--- config.mk ---
export PLATFORM = sky130hd
export DESIGN_NAME = mv_input_sequencer_flat
export DESIGN_NICKNAME = d
export VERILOG_FILES = /design/src/rtl/mv_pkg.sv /design/src/rtl/mv_input_sequencer_if.sv /design/src/rtl/mv_debounce.sv /design/src/rtl/mv_input_sequencer.sv /design/src/flat_wrapper.sv
export SDC_FILE = /design/constraint.sdc
export NUM_CORES = 1
export LEC_CHECK = 0
export BUFFER_PORTS_ARGS = -buffer_cell sky130_fd_sc_hd__buf_2
export CAP_MARGIN = 20
export CELL_PAD_IN_SITES_DETAIL_PLACEMENT = 0
export CELL_PAD_IN_SITES_GLOBAL_PLACEMENT = 1
export CORE_AREA = 2 2 135 137
export DETAILED_ROUTE_END_ITERATION = 10
export DIE_AREA = 0 0 137 139
export GPL_TIMING_DRIVEN = 0
export PLACE_DENSITY = 0.65
export SETUP_SLACK_MARGIN = 0.4
export SYNTH_ARGS = -nofsm -noshare
export SYNTH_HDL_FRONTEND = slang
export SYNTH_SLANG_ARGS = --single-unit
--- constraint.sdc ---
create_clock -name clock -period 2.4 [get_ports clock]
set_input_delay 0.48 -clock clock [delete_from_list [all_inputs] [get_ports clock]]
set_output_delay 0.48 -clock clock [all_outputs]
set_load 0.05 [all_outputs]
--- src/rtl/mv_pkg.sv ---
// Shared definitions for the game input sequencer: direction codes, key bit
// positions, FSM state encoding and the direction priority encoder.
package mv_pkg;

    localparam int unsigned DIR_W = 3;
    localparam int unsigned KEY_N = 4;

    localparam logic [DIR_W-1:0] DIR_UP    = 3'd0;
    localparam logic [DIR_W-1:0] DIR_DOWN  = 3'd1;
    localparam logic [DIR_W-1:0] DIR_LEFT  = 3'd2;
    localparam logic [DIR_W-1:0] DIR_RIGHT = 3'd3;
    localparam logic [DIR_W-1:0] DIR_NONE  = 3'd7;

    localparam int unsigned KEY_UP    = 0;
    localparam int unsigned KEY_DOWN  = 1;
    localparam int unsigned KEY_LEFT  = 2;
    localparam int unsigned KEY_RIGHT = 3;

    typedef enum logic [2:0] {
        S_INIT = 3'd0,
        S_MAP  = 3'd1,
        S_IDLE = 3'd2,
        S_MOVE = 3'd3,
        S_GAP  = 3'd4
    } state_e;

    // Simultaneous presses resolve up > down > left > right.
    function automatic logic [DIR_W-1:0] dir_from_press(input logic [KEY_N-1:0] p);
        if (p[KEY_UP])         return DIR_UP;
        else if (p[KEY_DOWN])  return DIR_DOWN;
        else if (p[KEY_LEFT])  return DIR_LEFT;
        else if (p[KEY_RIGHT]) return DIR_RIGHT;
        else                   return DIR_NONE;
    endfunction

endpackage

--- src/rtl/mv_input_sequencer_if.sv ---
// Button and request/acknowledge signals between the game top level and the
// input sequencer.
//   keys/redraw      raw active-low buttons
//   doneRedraw       map drawer completion pulse
//   doneMove         sprite stage completion pulse
//   drawMap/move/dir requests to the top level, busy = sequencer not idle
interface mv_input_sequencer_if;

    logic [mv_pkg::KEY_N-1:0] keys;
    logic                     redraw;
    logic                     doneRedraw;
    logic                     doneMove;
    logic                     drawMap;
    logic                     move;
    logic [mv_pkg::DIR_W-1:0] dir;
    logic                     busy;

    modport master (
        output keys, redraw, doneRedraw, doneMove,
        input  drawMap, move, dir, busy
    );

    modport slave (
        input  keys, redraw, doneRedraw, doneMove,
        output drawMap, move, dir, busy
    );

endinterface

--- src/rtl/mv_debounce.sv ---
// Two-flop synchroniser plus stability counter for one active-low button.
//   raw_n  raw button (0 = pressed)
//   level  debounced level (1 = pressed)
//   press  one-cycle pulse on the debounced released->pressed edge
module mv_debounce #(
    parameter int unsigned DEBOUNCE_CYCLES = 250000
) (
    input  logic clock,
    input  logic resetn,
    input  logic raw_n,
    output logic level,
    output logic press
);

    localparam int unsigned CNT_W = (DEBOUNCE_CYCLES < 1) ? 1 : $clog2(DEBOUNCE_CYCLES + 1);
    localparam logic [CNT_W-1:0] CNT_LAST = CNT_W'((DEBOUNCE_CYCLES > 0) ? DEBOUNCE_CYCLES - 1 : 0);

    logic             sync1_q, sync1_d;
    logic             sync2_q, sync2_d;
    logic             level_q, level_d;
    logic             prev_q,  prev_d;
    logic             press_q, press_d;
    logic [CNT_W-1:0] cnt_q,   cnt_d;

    // Synchroniser flops reset to "released" so reset exit never looks like a press.
    always_ff @(posedge clock or negedge resetn) begin
        if (!resetn) begin
            sync1_q <= 1'b1;
            sync2_q <= 1'b1;
            level_q <= 1'b0;
            prev_q  <= 1'b0;
            press_q <= 1'b0;
            cnt_q   <= '0;
        end else begin
            sync1_q <= sync1_d;
            sync2_q <= sync2_d;
            level_q <= level_d;
            prev_q  <= prev_d;
            press_q <= press_d;
            cnt_q   <= cnt_d;
        end
    end

    // Level follows the synchronised input only after DEBOUNCE_CYCLES disagreeing cycles in a row.
    always_comb begin
        sync1_d = raw_n;
        sync2_d = sync1_q;
        level_d = level_q;
        cnt_d   = '0;
        prev_d  = level_q;
        press_d = level_q & ~prev_q;
        if (~sync2_q != level_q) begin
            if (cnt_q == CNT_LAST) begin
                level_d = ~sync2_q;
            end else begin
                cnt_d = cnt_q + CNT_W'(1);
            end
        end
    end

    assign level = level_q;
    assign press = press_q;

endmodule

--- src/rtl/mv_input_sequencer.sv ---
// Game front-end controller: conditions the four direction buttons and the
// redraw button, then sequences drawMap / move / dir towards the top level.
//   clock, resetn  clock and async active-low reset
//   bus            button inputs, completion pulses and registered requests
module mv_input_sequencer
    import mv_pkg::*;
#(
    parameter int unsigned DEBOUNCE_CYCLES = 250000,
    parameter int unsigned MOVE_TIMEOUT    = 65535
) (
    input  logic                  clock,
    input  logic                  resetn,
    mv_input_sequencer_if.slave   bus
);

    localparam int unsigned TMO_W = (MOVE_TIMEOUT < 1) ? 1 : $clog2(MOVE_TIMEOUT + 1);
    localparam logic [TMO_W-1:0] TMO_LAST = TMO_W'(MOVE_TIMEOUT);

    logic [KEY_N-1:0] key_level;
    logic [KEY_N-1:0] key_pulse;
    logic [KEY_N-1:0] key_press;
    logic             redraw_level;
    logic             redraw_pulse;
    logic             redraw_press;

    state_e           state_q,       state_d;
    logic [DIR_W-1:0] dir_q,         dir_d;
    logic             drawmap_q,     drawmap_d;
    logic             move_q,        move_d;
    logic             busy_q,        busy_d;
    logic             pend_valid_q,  pend_valid_d;
    logic [DIR_W-1:0] pend_dir_q,    pend_dir_d;
    logic             redraw_pend_q, redraw_pend_d;
    logic [TMO_W-1:0] tmo_q,         tmo_d;
    logic             dir_taken;

    for (genvar gi = 0; gi < KEY_N; gi++) begin : g_key
        mv_debounce #(.DEBOUNCE_CYCLES(DEBOUNCE_CYCLES)) u_key (
            .clock  (clock),
            .resetn (resetn),
            .raw_n  (bus.keys[gi]),
            .level  (key_level[gi]),
            .press  (key_pulse[gi])
        );
    end

    mv_debounce #(.DEBOUNCE_CYCLES(DEBOUNCE_CYCLES)) u_redraw (
        .clock  (clock),
        .resetn (resetn),
        .raw_n  (bus.redraw),
        .level  (redraw_level),
        .press  (redraw_pulse)
    );

    // Drop a pulse whose button has already been released again (only reachable with a 1-cycle debounce).
    assign key_press    = key_pulse & key_level;
    assign redraw_press = redraw_pulse & redraw_level;

    // State and output registers.
    always_ff @(posedge clock or negedge resetn) begin
        if (!resetn) begin
            state_q       <= S_INIT;
            dir_q         <= DIR_NONE;
            drawmap_q     <= 1'b0;
            move_q        <= 1'b0;
            busy_q        <= 1'b1;
            pend_valid_q  <= 1'b0;
            pend_dir_q    <= DIR_NONE;
            redraw_pend_q <= 1'b0;
            tmo_q         <= '0;
        end else begin
            state_q       <= state_d;
            dir_q         <= dir_d;
            drawmap_q     <= drawmap_d;
            move_q        <= move_d;
            busy_q        <= busy_d;
            pend_valid_q  <= pend_valid_d;
            pend_dir_q    <= pend_dir_d;
            redraw_pend_q <= redraw_pend_d;
            tmo_q         <= tmo_d;
        end
    end

    // Next state, request buffering and registered output decode.
    always_comb begin
        state_d       = state_q;
        dir_d         = dir_q;
        pend_valid_d  = pend_valid_q;
        pend_dir_d    = pend_dir_q;
        redraw_pend_d = redraw_pend_q;
        tmo_d         = tmo_q;
        dir_taken     = 1'b0;

        case (state_q)
            S_INIT: state_d = S_MAP;
            // Every request is followed by S_GAP so the top level sees a falling edge.
            S_MAP: begin
                if (bus.doneRedraw) state_d = S_GAP;
            end
            S_IDLE: begin
                if (redraw_pend_q || redraw_press) begin
                    state_d       = S_MAP;
                    redraw_pend_d = 1'b0;
                end else if (pend_valid_q) begin
                    state_d      = S_MOVE;
                    dir_d        = pend_dir_q;
                    pend_valid_d = 1'b0;
                    tmo_d        = '0;
                end else if (|key_press) begin
                    state_d   = S_MOVE;
                    dir_d     = dir_from_press(key_press);
                    dir_taken = 1'b1;
                    tmo_d     = '0;
                end
            end
            S_MOVE: begin
                tmo_d = tmo_q + TMO_W'(1);
                if (bus.doneMove || tmo_q == TMO_LAST) state_d = S_GAP;
            end
            S_GAP:   state_d = S_IDLE;
            default: state_d = S_INIT;
        endcase

        // Presses not serviced this cycle are remembered; the newest direction wins.
        if (redraw_press && state_q != S_IDLE) redraw_pend_d = 1'b1;
        if ((|key_press) && !dir_taken) begin
            pend_valid_d = 1'b1;
            pend_dir_d   = dir_from_press(key_press);
        end

        drawmap_d = (state_d == S_MAP);
        move_d    = (state_d == S_MOVE);
        busy_d    = (state_d != S_IDLE);
    end

    assign bus.drawMap = drawmap_q;
    assign bus.move    = move_q;
    assign bus.dir     = dir_q;
    assign bus.busy    = busy_q;

endmodule

--- src/flat_wrapper.sv ---
// flat-port wrapper written by rule: the top's interface ports become plain ports
module mv_input_sequencer_flat import mv_pkg::*;
#(
    parameter int unsigned DEBOUNCE_CYCLES = 250000,
    parameter int unsigned MOVE_TIMEOUT    = 65535
)
  (clock, resetn, bus_keys, bus_redraw, bus_doneRedraw, bus_doneMove, bus_drawMap, bus_move, bus_dir, bus_busy);
  mv_input_sequencer_if bus_i ();
  input  logic clock;
  input  logic resetn;
  input wire logic [$bits(bus_i.keys)-1:0] bus_keys;
  input wire logic [$bits(bus_i.redraw)-1:0] bus_redraw;
  input wire logic [$bits(bus_i.doneRedraw)-1:0] bus_doneRedraw;
  input wire logic [$bits(bus_i.doneMove)-1:0] bus_doneMove;
  output wire logic [$bits(bus_i.drawMap)-1:0] bus_drawMap;
  output wire logic [$bits(bus_i.move)-1:0] bus_move;
  output wire logic [$bits(bus_i.dir)-1:0] bus_dir;
  output wire logic [$bits(bus_i.busy)-1:0] bus_busy;
  assign bus_i.keys = bus_keys;
  assign bus_i.redraw = bus_redraw;
  assign bus_i.doneRedraw = bus_doneRedraw;
  assign bus_i.doneMove = bus_doneMove;
  assign bus_drawMap = bus_i.drawMap;
  assign bus_move = bus_i.move;
  assign bus_dir = bus_i.dir;
  assign bus_busy = bus_i.busy;
  mv_input_sequencer #(.DEBOUNCE_CYCLES(DEBOUNCE_CYCLES), .MOVE_TIMEOUT(MOVE_TIMEOUT)) u_core (.clock(clock), .resetn(resetn), .bus(bus_i));
endmodule
==> flow_summary.yaml <==
place:
  routabilityCongestion: 0.7710
  port_buffers: 14
  dpl.hpwl_um: 8721
  pre_cts_ws_ns: 0.2000
  place_area_sq_um: 7154
  dp.cells: 907
routing:
  dr.pass1.iters: 4
  wl_um: 13420
  vias: 4895
  ant_nets: 0
  via_per_inst: 5.142
  drc_errors: 0
  wl_per_cell_um: 14.10
  first_iter_violations: 227
logic_synthesis:
  ys_warn_count: 0
  syn_nets: 678
  yosysTopAreaCellShare: 0.4735
  ys.flop_type: "dfrtp_1"
  ys_async_sr_fraction: 1.000
  synth_cell_types: 52
  yosys-top-cells-area: "dfrtp_1, dfstp_2, xnor2_1"
  ys_seq_area_frac: 0.5396
  syn-instance-count: 663
  avgSynthCellArea_sq_um: 10.20
  synth_area_leader_cell: "dfrtp_1"
  yosys_register_bits: 145
  synth_edf_count: 0
  syn-cell-area_sq_um: 6764
setup_path:
  slowest_delay_ns: 0.62
  cp_slowest_cell: "or4_4"
  critPathRequiredTime_ns: 2.69
  cp-end-kind: "register"
  worstPathArrival_ns: 2.19
  rrSetupSlack_ns: 0.51
  worstPathCellList: "nand4_2 > or4_4 > o21a_1 > or2_2"
  worstSetupPathType: "register to register"
  crit_fanout: 8
  critPathLaunchType: "register"
timing:
  fmax_mhz: 528.5
  fin_ws_ns: 0.5080
  worstMarginPinSlew_ns: 0.8419
  whs_ns: 0.03415
  maxSlewViolCount: 0
  fin_skew_ns: 0.007627
  period_share: 0.7884
  rsz0062_at_grt: "no"
  min_period_ns: 1.892
  max_slew_margin: 0.4336
  setup_viol_count_final: 0
  finalSetupTns_ns: 0
  hold_viol: 0
pwr:
  peakVddDrop_mv: 0.5246
  power.density_nw_per_um2: 741.1
  p_leak_nw: 3.241
  power_mw: 5.902
clock_tree:
  clk_latency_ns: 0.42
  cts_tree: "built"
  clkSlewWorstSetupHoldPaths_ns: 0.06
  holdBufCountCts: 0
  cts-root-buf: "clkbuf_16"
  cts.htree.levels: 4
  cts_sinks: 145
  clk_path_buf_depth: 2
  numCtsBuffers: 17
global_route:
  grt_pass1_vias: 4950
  track_usage: 0.1539
  grt_max_degree: 90
  grt_pass1_wl_um: 23700
  gr-total-overflow: 0
  grt_antenna_before_repair: 0
hold_path:
  hp-class: "input port to async pin"
die:
  fp.dieH_um: 139
  dieArea_sq_um: 19040
  start_util: 0.3831
  core_sq_um: 17660
  rows: 49
  ios: 15
  die_w_um: 137
finish:
  stdcell_count: 952
  post-route-util: 0.4510
  drive_gt1_frac: 0.1618
  final_nets: 725
  final_cell_area_sq_um: 7964
  area_delta_synth_final_pct: 17.74
  diodes: 0
flow_run:
  drv_cap: 0
outcome:
  status: "completed"
==> where the power goes <==
| group | leakage [nW] | internal [mW] | switching (mW) |
|---|---|---|---|
| combinational | 0.990 | 0.156 | 0.296 |
| sequential | 1.94 | 2.55 | 0.0964 |
| clock | 0.312 | 1.80 | 0.996 |
| total | 3.24 | 4.51 | 1.39 |
==> synthesized netlist by cell type, types with 15 or more instances <==
| master | count |
|---|---|
| xor2_1 | 25 |
| o31ai_1 | 15 |
| xnor2_1 | 50 |
| inv_1 | 18 |
| nor4_1 | 22 |
| dfrtp_1 | 128 |
| dfstp_2 | 17 |
| nand4_1 | 22 |
| nor2_1 | 102 |
| a21oi_1 | 26 |
| nor3_1 | 15 |
| nand2_1 | 44 |
| nand3_1 | 39 |
| o21ai_0 | 17 |
==> cell families (layout without fill, tap and decap cells) <==
group,count (synthesis),after routing,synth area share
and+or+nand+nor,317,317,0.2421
xor gates and xnor gates,75,75,0.09711
buffers and inverters,34,94,0.02053
DFF,145,145,0.5396
AOI/OAI and AO/OA,79,79,0.07825
muxes,7,7,0.01128
adders and majority gates,6,6,0.01110
==> layout make-up <==
| cell class | instances | area (sq um) |
|---|---|---|
| repair buffers | 28 | 201.4 |
| multi-input cells | 484 | 3039 |
| clock buffers | 24 | 511.7 |
| inverters | 18 | 67.56 |
| flip-flops and latches | 145 | 3654 |
| clock inverters | 8 | 125.1 |
| well taps | 229 | 286.5 |
| fillers | 1675 | 9693 |
| plain buffers | 16 | 78.83 |
==> cells in the final DEF, fill, tap and decap left out, types with 3 or more instances in the layout <==
master | synthesis | final
o21ai_0 | 17 | 17
dfrtp_1 | 128 | 125
o31ai_1 | 15 | 15
nor2_1 | 102 | 102
a21oi_1 | 26 | 26
nor4_1 | 22 | 21
ha_1 | 6 | 6
nand2b_1 | 5 | 5
mux2_2 | 5 | 5
or3_1 | 7 | 7
or4_1 | 12 | 12
buf_4 | 0 | 15
nand4_1 | 22 | 22
nand3_2 | 0 | 3
o21ai_4 | 0 | 3
and3_1 | 11 | 11
or2_2 | 4 | 4
and4_1 | 6 | 6
inv_1 | 18 | 18
clkbuf_8 | 0 | 6
xnor2_1 | 50 | 50
xor2_1 | 25 | 25
clkbuf_1 | 7 | 8
and2_1 | 3 | 3
clkbuf_16 | 0 | 17
nor4bb_1 | 3 | 3
dfrtp_2 | 0 | 3
nor2b_1 | 6 | 6
bufinv_16 | 0 | 3
nand3_1 | 39 | 36
nand2_1 | 44 | 44
dfstp_2 | 17 | 17
nor3_1 | 15 | 15
buf_2 | 9 | 19
==> layer usage <==
layer	GRT usage	up-vias	share of wire
met5	0	-	0
met4	0.04232	0	0.012
met3	0.04386	14	0.022
met2	0.2370	28	0.47
met1	0.2121	2401	0.50
li1	-	2452	-
==> worst paths after layout <==
check,startpoint,to,cells past startpoint
setup / recovery,u_core.tmo_q[3],u_core.bus.move,4
hold / removal,resetn,u_core.g_key[1].u_key.cnt_q[7],1
setup reg to reg,u_core.tmo_q[3],u_core.bus.move,4
hold reg to reg,u_core.g_key[3].u_key.sync1_q,u_core.g_key[3].u_key.sync2_q,0
min in group clock,bus_keys[1],u_core.g_key[1].u_key.sync1_q,1
max in group asynchronous,resetn,u_core.bus.dir[1],2
==> worst max-delay path, delay by kind of cell, from the launching register on <==
family,cells,cell delay (ns)
simple gates,3,1.13
compound gates,1,0.20
flops,1,0.44
==> registers in the layout, summed over array words and instances, names as in the netlist, 3 cells and up <==
register,cells
u_core.bus.dir,3
u_core.g_key.u_key.cnt_q,72
u_core.g_key.u_key.level,4
u_core.tmo_q,16
u_core.state_q,3
u_core.g_key.u_key.sync2_q,4
u_core.pend_dir_q,3
u_core.g_key.u_key.sync1_q,4
u_core.u_redraw.cnt_q,18
u_core.g_key.u_key.press,4
u_core.g_key.u_key.prev_q,4
==> what timing repair did <==
| action | 4_1_cts | 5_1_grt |
|---|---|---|
| endpoints found under the setup margin | 62 | 37 |
| setup buffers | 4 | 9 |
| hold endpoints to repair | 0 | 0 |
| pin swaps | 3 | 3 |
| gates resized for setup | 6 | 12 |
No activity file was read; power rests on OpenSTA's default activity.
